### src/rtl/psum_bank_ctrl.sv
// Partial-sum bank controller: arbitrates one write/accumulate requester and one read requester
// onto a single-port SRAM bank, performing accumulates as read + lane-wise add + write-back.
module psum_bank_ctrl #(
    parameter int col     = 8,
    parameter int psum_bw = 32,
    parameter int addr_bw = 11
) (
    input  logic                   CLK,
    input  logic                   reset,
    input  logic                   wr_req,
    input  logic                   wr_acc,
    input  logic [addr_bw-1:0]     wr_addr,
    input  logic [psum_bw*col-1:0] wr_data,
    output logic                   wr_ready,
    input  logic                   rd_req,
    input  logic [addr_bw-1:0]     rd_addr,
    output logic                   rd_ready,
    output logic                   rd_valid,
    output logic [psum_bw*col-1:0] rd_data,
    output logic                   busy,
    output logic                   sram_CEN,
    output logic                   sram_WEN,
    output logic [addr_bw-1:0]     sram_A,
    output logic [psum_bw*col-1:0] sram_D,
    input  logic [psum_bw*col-1:0] sram_Q
);

    localparam int DW = psum_bw * col;

    typedef enum logic {
        ISSUE  = 1'b0,
        ACC_WB = 1'b1
    } state_t;

    state_t             r_state;
    state_t             w_next;
    logic               r_ptr;          // 0 = write requester wins the next contended cycle
    logic               r_rd_valid;
    logic [addr_bw-1:0] r_acc_addr;
    logic [DW-1:0]      r_acc_data;
    logic [DW-1:0]      w_sum;
    logic               w_grant_wr;
    logic               w_grant_rd;
    logic               w_contend;

    // Lane-wise modulo add; each lane slice truncates its own carry.
    always_comb begin
        w_sum = '0;
        for (int i = 0; i < col; i++) begin
            w_sum[i*psum_bw +: psum_bw] = sram_Q[i*psum_bw +: psum_bw] + r_acc_data[i*psum_bw +: psum_bw];
        end
    end

    // NOTE: every output of this block gets a default first so no path leaves a latch behind.
    always_comb begin
        w_next     = r_state;
        w_grant_wr = 1'b0;
        w_grant_rd = 1'b0;
        w_contend  = 1'b0;
        busy       = 1'b0;
        sram_CEN   = 1'b1;
        sram_WEN   = 1'b1;
        sram_A     = '0;
        sram_D     = '0;
        if (!reset) begin
            case (r_state)
                ISSUE: begin
                    w_contend  = wr_req & rd_req;
                    w_grant_wr = wr_req & (~rd_req | ~r_ptr);
                    w_grant_rd = rd_req & (~wr_req | r_ptr);
                    if (w_grant_wr) begin
                        sram_CEN = 1'b0;
                        sram_A   = wr_addr;
                        if (wr_acc) begin
                            w_next = ACC_WB;
                        end else begin
                            sram_WEN = 1'b0;
                            sram_D   = wr_data;
                        end
                    end else if (w_grant_rd) begin
                        sram_CEN = 1'b0;
                        sram_A   = rd_addr;
                    end
                end
                ACC_WB: begin
                    busy     = 1'b1;
                    sram_CEN = 1'b0;
                    sram_WEN = 1'b0;
                    sram_A   = r_acc_addr;
                    sram_D   = w_sum;
                    w_next   = ISSUE;
                end
                default: w_next = ISSUE;
            endcase
        end
    end

    assign wr_ready = w_grant_wr;
    assign rd_ready = w_grant_rd;
    assign rd_valid = r_rd_valid & ~reset;
    assign rd_data  = sram_Q;

    // NOTE: state registers use non-blocking assignments so every flop samples pre-edge values.
    always_ff @(posedge CLK) begin
        if (reset) begin
            r_state    <= ISSUE;
            r_ptr      <= 1'b0;
            r_rd_valid <= 1'b0;
        end else begin
            r_state    <= w_next;
            r_rd_valid <= w_grant_rd;
            if (w_contend) begin
                r_ptr <= ~r_ptr;
            end
        end
    end

    // NOTE: the accumulate operand registers carry no reset; they are only consumed after a load.
    always_ff @(posedge CLK) begin
        if (w_grant_wr && wr_acc) begin
            r_acc_addr <= wr_addr;
            r_acc_data <= wr_data;
        end
    end

endmodule

### config.mk
export PLATFORM = sky130hd
export DESIGN_NAME = psum_bank_ctrl
export DESIGN_NICKNAME = d
export VERILOG_FILES = /design/src/rtl/psum_bank_ctrl.sv
export SDC_FILE = /design/constraint.sdc
export NUM_CORES = 1
export LEC_CHECK = 0
export ABC_AREA = 1
export ABC_CLOCK_PERIOD_IN_PS = 30200
export CORE_AREA = 5 5 409 411
export CTS_BUF_LIST = sky130_fd_sc_hd__clkbuf_8
export DETAILED_ROUTE_END_ITERATION = 6
export DIE_AREA = 0 0 414 416
export SETUP_SLACK_MARGIN = 0.1
export SKIP_LAST_GASP = 1
export SLEW_MARGIN = 20
export SYNTH_ARGS = -nofsm -noshare
export SYNTH_HDL_FRONTEND = slang
export SYNTH_SLANG_ARGS = --single-unit
### constraint.sdc
create_clock -name CLK -period 30.2 [get_ports CLK]
set_clock_uncertainty 0.2 [all_clocks]
set_input_delay 9.06 -clock CLK [delete_from_list [all_inputs] [get_ports CLK]]
set_output_delay 9.06 -clock CLK [all_outputs]
set_load 0.01 [all_outputs]
==> out/qor.csv, run 1 <==
stage,metric,value,unit
run_status,status,completed,
final_layout,Final Util,28.53,%
synth,Synth area leader,edfxtp_1,
final_layout,nets@finish,7353,
clock_network,"Clk pin slew, worst setup/hold paths",0.05,ns
synth,Post-Synthesis Cells,5748,
routing,Initial DRT Pass Iterations,5,
clock_network,post-cts sizing count,0,
pwr,Internal,0.9671,mW
worst_setup_path,crit-path leading delay family,buffers and inverters,
routing,residual DRC count,0,
final_layout,final instance area,46700,um^2
clock_network,Post-CTS Setup Bufs,0,
routing,vias per cell,4.437,
die,Die Y,416,um
pwr,pwr dens,33.30,nW/um^2
die,Site Rows,149,
timing,post-layout min period,22.16,ns
synth,top post-synthesis cells by area,"edfxtp_1 (24%), nand2_1 (22%), inv_1 (14%)",
clock_network,hold_buf cts,0,
timing,"Slew Viols, Final",0,
placed_design,placed cells,8677,
routing,vias after detailed routing,39130,
final_layout,Area growth syn-to-layout,37.95,%
clock_network,clk buf depth,3,
die,Starting Density,20.68,%
timing,final period utilization,73.36,%
placed_design,Routability Congestion,1.008,
pwr,P_sw,0.5881,mW
min_path,Hold Crit Class,flip-flop to flip-flop,
worst_setup_path,Worst EP arrival,12.90,ns
worst_setup_path,Critical path origin,rd_req,
pwr,combinational power share,36.2,%
synth,#FFs+latches synth,270,
synth,most frequent cells after synthesis,"nand2_1 (1974), inv_1 (1237), nor2_1 (696)",
routing,Post-Route WL,201700,um
routing,initial drt markers,3047,
worst_setup_path,CP Capture Point,sram_D[106],
synth,Post-Syn Area,33860,um^2
worst_setup_path,R2R Path End,r_acc_data[185],
synth,Post-synth EDFFs,267,
worst_setup_path,number of cells on the critical path,11,
clock_network,# H-tree levels,3,
grt,initial antenna violation count,58,
placed_design,DP Area,45120,um^2
worst_setup_path,slowest CP cell,clkdlybuf4s50_1,
pwr,sw frac,37.81,%
timing,fmax,45.14,MHz
worst_setup_path,reg2reg setup slack,27.46,ns
grt,vias in the first global route,37120,
synth,most common cell in the netlist,nand2_1,
worst_setup_path,CP Capture Type,output port,
timing,setup violators final,0,
grt,largest net degree at the start of global routing,144,
clock_network,Root Buffer,clkbuf_8,
clock_network,CTS tree,done,
placed_design,hpwl dp,171000,um
clock_network,clock sink count,270,
worst_setup_path,max incr delay on CP,0.68,ns
worst_setup_path,Crit Reg-Reg Startpoint,r_state,
worst_setup_path,Startpoint Class,primary input,
routing,antenna-violating nets left,0,
die,die area,172200,um^2
grt,first-pass GRT wire length,275500,um
pwr,Leak Pwr,24.44,nW
clock_network,worst skew pair latency,0.72,ns
pwr,total power,1.555,mW
clock_network,clock buffer count from CTS,68,
timing,Slew HR,27.75,%
timing,slew of the pin with the lowest slew margin,1.084,ns
grt,GRT Total Usage,22.13,%
worst_setup_path,crit-path cells,"clkdlybuf4s50_1, inv_1, o21ai_2, nor2_4, o21ai_4, buf_4, buf_4, nor2_1, o21ai_0, inv_1, clkdlybuf4s50_1",
synth,Synthesis Warnings,0,
die,num ports,1068,
placed_design,I/O Buffers,1067,
timing,Final Hold Viols,0,
synth,post-synthesis sequential area ratio,23.86,%
routing,routed len/inst,22.87,um
worst_setup_path,Reg2Reg Depth,4,
synth,"Top FF cell, synth",edfxtp_1,
synth,area share of the leading cell type in the synthesized netlist,23.68,%
pwr,Worst IR Drop VDD,0.03182,mV
worst_setup_path,Setup CP Type,primary input to output port,
worst_setup_path,Crit path buffers/inverters,6,
synth,syn avg cell area,5.890,um^2
pwr,Seq pwr share,27.7,%
worst_setup_path,CP Data Required Time,20.94,ns
final_layout,post-route insts no fill,8819,
flow_run,Max Cap Viol,0,
final_layout,share of layout cells above drive strength 1,2.284,%
grt,grt total ovfl,0,
timing,RSZ-0062 raised after global routing,no,
timing,final setup TNS,0,ns
synth,post-synthesis net count,6543,
worst_setup_path,"Max FO, Critical Path",58,
synth,Yosys cell types,33,
die,Core Region,163700,um^2
synth,asr flop ratio synth,0,%
pwr,Clk pwr share,36.1,%
die,chip width,414,um
[how the worst min path moves through the flow]
stage               start  endpoint  cells after the start
floorplan           r_ptr     r_ptr                      2
global placement    r_ptr     r_ptr                      2
detailed placement  r_ptr     r_ptr                      2
CTS                 r_ptr     r_ptr                      2
global route        r_ptr     r_ptr                      2
finish              r_ptr     r_ptr                      2
[cell usage in the layout, fill, tap and decap left out, drive strengths merged, types with 69 or more instances in the layout]
master	n
nand2	1974
inv	1249
clkdlybuf4s50	1067
nor2	698
nand3	430
edfxtp	267
ha	248
a21oi	185
o21ai	89
clkbuf	69
[cell type report]
type | instances | area, um^2
antenna | 19 | 47.55
clock buffer | 69 | 949.7
clock inverter | 54 | 583.1
multi-input combinational | 3897 | 18820
sequential | 270 | 8082
tap | 2189 | 2739
inverter | 1239 | 4654
fill | 18370 | 117000
timing repair buffer | 1082 | 10830
[power by group through the flow]
stage | combinational (mW) | sequential, mW | clock [mW]
finish | 0.563 | 0.431 | 0.562
global route | 0.608 | 0.431 | 0.596
CTS | 0.563 | 0.431 | 0.584
detailed placement | 0.559 | 0.438 | 0
global placement | 0.560 | 0.438 | 0
floorplan | 0.292 | 0.443 | 0
[logic make-up (layout without fill, tap and decap cells)]
kind of cell	Yosys count	count (layout)	synth area share, %
simple gates	3183	3183	37.41
buf+inv	1581	2444	20.61
compound gates	390	390	6.726
flops	270	270	23.86
fa+ha+maj	256	256	9.638
xor+xnor	68	68	1.759
other cells	0	19	0
[state kept, by name (all words and copies together), names as in the netlist]
signal,flops
r_acc_addr,11
r_acc_data,256
r_state,1
r_rd_valid,1
r_ptr,1
[per-layer routing]
metal  up-vias  global-route usage [%]  wire [um]
met5         -                       0         78
met4        12                   6.453       6375
met3       272                   4.149      13030
met2      1501                   38.52      97410
met1     18310                   27.81      84780
li1      19040                       -          -
[through the flow]
stage	hold slack, ns	worst slack [ns]
floorplan	0.2854	1.242
global placement	0.3032	8.035
detailed placement	0.3138	8.057
CTS	0.3231	8.051
global route	0.3551	7.920
finish	0.3187	8.044
[worst min-delay path: cells and delay by family, from the launching register on]
family,cells,cell delay [ns]
DFF,1,0.29
buffers and inverters,1,0.11
AOI/OAI and AO/OA,1,0.07
No activity file was read; power rests on OpenSTA's default activity.
==> run 2, diff against run 1 <==
Settings changed: ABC_CLOCK_PERIOD_IN_PS 30200 to 18450.
Clock period 30.2 ns to 18.45 ns, I/O delays scaled along.
==> out/qor.csv, run 2 (synthesis results as in run 1) <==
stage,metric,value,unit,change
grt,first-pass GRT wire length,272600,um,was 275500 um
routing,residual DRC count,0,,unchanged
final_layout,share of layout cells above drive strength 1,1.879,%,was 2.284%
worst_setup_path,Crit Reg-Reg Startpoint,r_state,,unchanged
placed_design,DP Area,45140,um^2,was 45120 um^2
final_layout,nets@finish,7347,,was 7353
die,Die Y,416,um,unchanged
clock_network,clk buf depth,3,,unchanged
final_layout,max reg flops,256,,unchanged
routing,routed len/inst,22.58,um,was 22.87 um
grt,grt total ovfl,0,,unchanged
routing,vias per cell,4.416,,was 4.437
run_status,status,completed,,unchanged
final_layout,Area growth syn-to-layout,37.03,%,was 37.95%
grt,largest net degree at the start of global routing,169,,was 144
die,Core Region,163700,um^2,unchanged
timing,fmax,67.50,MHz,
die,die area,172200,um^2,unchanged
clock_network,"Clk pin slew, worst setup/hold paths",0.05,ns,about the same
die,Site Rows,149,,unchanged
final_layout,post-route insts no fill,8814,,was 8819
pwr,Leak Pwr,24.32,nW,was 24.44 nW
worst_setup_path,Reg2Reg Depth,5,,was 4
timing,hold slack,0.3285,ns,was 0.3187 ns
placed_design,Routability Congestion,0.9959,,was 1.008
worst_setup_path,Setup CP Type,primary input to output port,,unchanged
routing,antenna-violating nets left,0,,unchanged
final_layout,most frequent cells in the layout,"nand2_1 (1974), inv_1 (1253), clkdlybuf4s50_1 (1067)",,"was nand2_1 (1974), inv_1 (1243), clkdlybuf4s50_1 (1067)"
routing,vias after detailed routing,38920,,was 39.13k
timing,Slew HR,18.85,%,was 27.75%
final_layout,"Most flops, register",r_acc_data,,unchanged
routing,initial drt markers,3229,,was 3047
timing,"Slew Viols, Final",0,,unchanged
worst_setup_path,"Max FO, Critical Path",35,,was 58
grt,vias in the first global route,36920,,was 37.12k
worst_setup_path,R2R Path End,r_acc_data[8],,was r_acc_data[185]
routing,Initial DRT Pass Iterations,6,,was 5
placed_design,hpwl dp,167200,um,was 171000 um
worst_setup_path,Critical path origin,wr_req,,was rd_req
pwr,total power,2.333,mW,was 1.555 mW
grt,initial antenna violation count,51,,was 58
die,Starting Density,20.68,%,unchanged
die,num ports,1068,,unchanged
placed_design,I/O Buffers,1067,,unchanged
clock_network,worst skew pair latency,0.74,ns,was 0.72 ns
worst_setup_path,reg2reg setup slack,14.97,ns,was 27.46 ns
pwr,pwr dens,50.29,nW/um^2,was 33.30 nW/um^2
clock_network,post-cts sizing count,0,,unchanged
timing,slew of the pin with the lowest slew margin,1.217,ns,was 1.084 ns
final_layout,final instance area,46390,um^2,was 46700 um^2
clock_network,Root Buffer,clkbuf_8,,unchanged
routing,Post-Route WL,199100,um,was 201700 um
worst_setup_path,CP Capture Type,output port,,unchanged
worst_setup_path,CP Capture Point,sram_D[167],,was sram_D[106]
worst_setup_path,Worst EP arrival,9.08,ns,was 12.90 ns
min_path,Hold Crit Class,flip-flop to flip-flop,,unchanged
clock_network,hold_buf cts,0,,unchanged
worst_setup_path,Startpoint Class,primary input,,unchanged
timing,Final Hold Viols,0,,unchanged
timing,setup violators final,0,,unchanged
clock_network,clock sink count,270,,unchanged
clock_network,CTS tree,done,,unchanged
final_layout,"commonest non-fill, non-tap cell in the layout",nand2_1,,unchanged
placed_design,placed cells,8677,,unchanged
pwr,Worst IR Drop VDD,0.04319,mV,was 0.03182 mV
timing,final period utilization,80.30,%,
timing,RSZ-0062 raised after global routing,no,,unchanged
clock_network,clock buffer count from CTS,61,,was 68
timing,post-layout min period,14.82,ns,
flow_run,Max Cap Viol,0,,unchanged
clock_network,Post-CTS Setup Bufs,0,,unchanged
die,chip width,414,um,unchanged
final_layout,Largest regs,"r_acc_data (256), r_acc_addr (11)",,unchanged
worst_setup_path,CP Data Required Time,12.71,ns,was 20.94 ns
timing,final setup TNS,0,ns,unchanged
grt,GRT Total Usage,21.78,%,was 22.13%
clock_network,# H-tree levels,2,,was 3
-- run 2: critical path: stages --
cell,delay [ns]
clkdlybuf4s50_1,0.57
o21ai_2,0.16
nor2_4,0.33
o21ai_4,0.11
inv_4,0.45
buf_4,0.61
o211ai_1,0.44
inv_1,0.16
clkdlybuf4s50_1,0.63
-- run 2: cell type report --
class / instances / area (um^2)
clock buffers: 62 / 853.3
inverters: 1239 / 4654
well taps: 2189 / 2739
flip-flops and latches: 270 / 8082
clock inverters: 48 / 304.0
multi-input cells: 3897 / 18820
fillers: 18520 / 117300
diodes: 26 / 65.06
repair buffers: 1083 / 10870
-- run 2: through the flow --
| step | worst slack, ns | utilization (%) |
|---|---|---|
| 5_1_grt | 3.518 | 28.33 |
| 4_1_cts | 3.601 | 28.29 |
| 2_1_floorplan | 1.322 | - |
| 6_report | 3.635 | 28.34 |
| 3_3_place_gp | 3.668 | 27.58 |
| 3_5_place_dp | 3.622 | 27.58 |
-- run 2: where the power goes --
group / internal [mW] / total [mW] / switching (mW)
logic: 0.365 / 0.913 / 0.548
clock network: 0.365 / 0.714 / 0.349
registers: 0.697 / 0.706 / 0.00927
-- run 2: worst min path at each step --
stage | from | end | slack [ns] | depth (start not counted)
2_1_floorplan | r_ptr | r_ptr | 0.29 | 2
3_3_place_gp | r_ptr | r_ptr | 0.30 | 2
3_5_place_dp | r_ptr | r_ptr | 0.32 | 2
4_1_cts | r_ptr | r_ptr | 0.33 | 2
5_1_grt | r_ptr | r_ptr | 0.36 | 2
6_report | r_ptr | r_ptr | 0.33 | 2
-- run 2: per-layer routing --
metal | vias up | track usage [%] | wire [um]
li1 | 19020 | - | -
met2 | 1479 | 37.26 | 95500
met1 | 18180 | 27.60 | 84170
met4 | 6 | 7.149 | 6286
met3 | 228 | 4.078 | 13060
met5 | - | 0 | 41
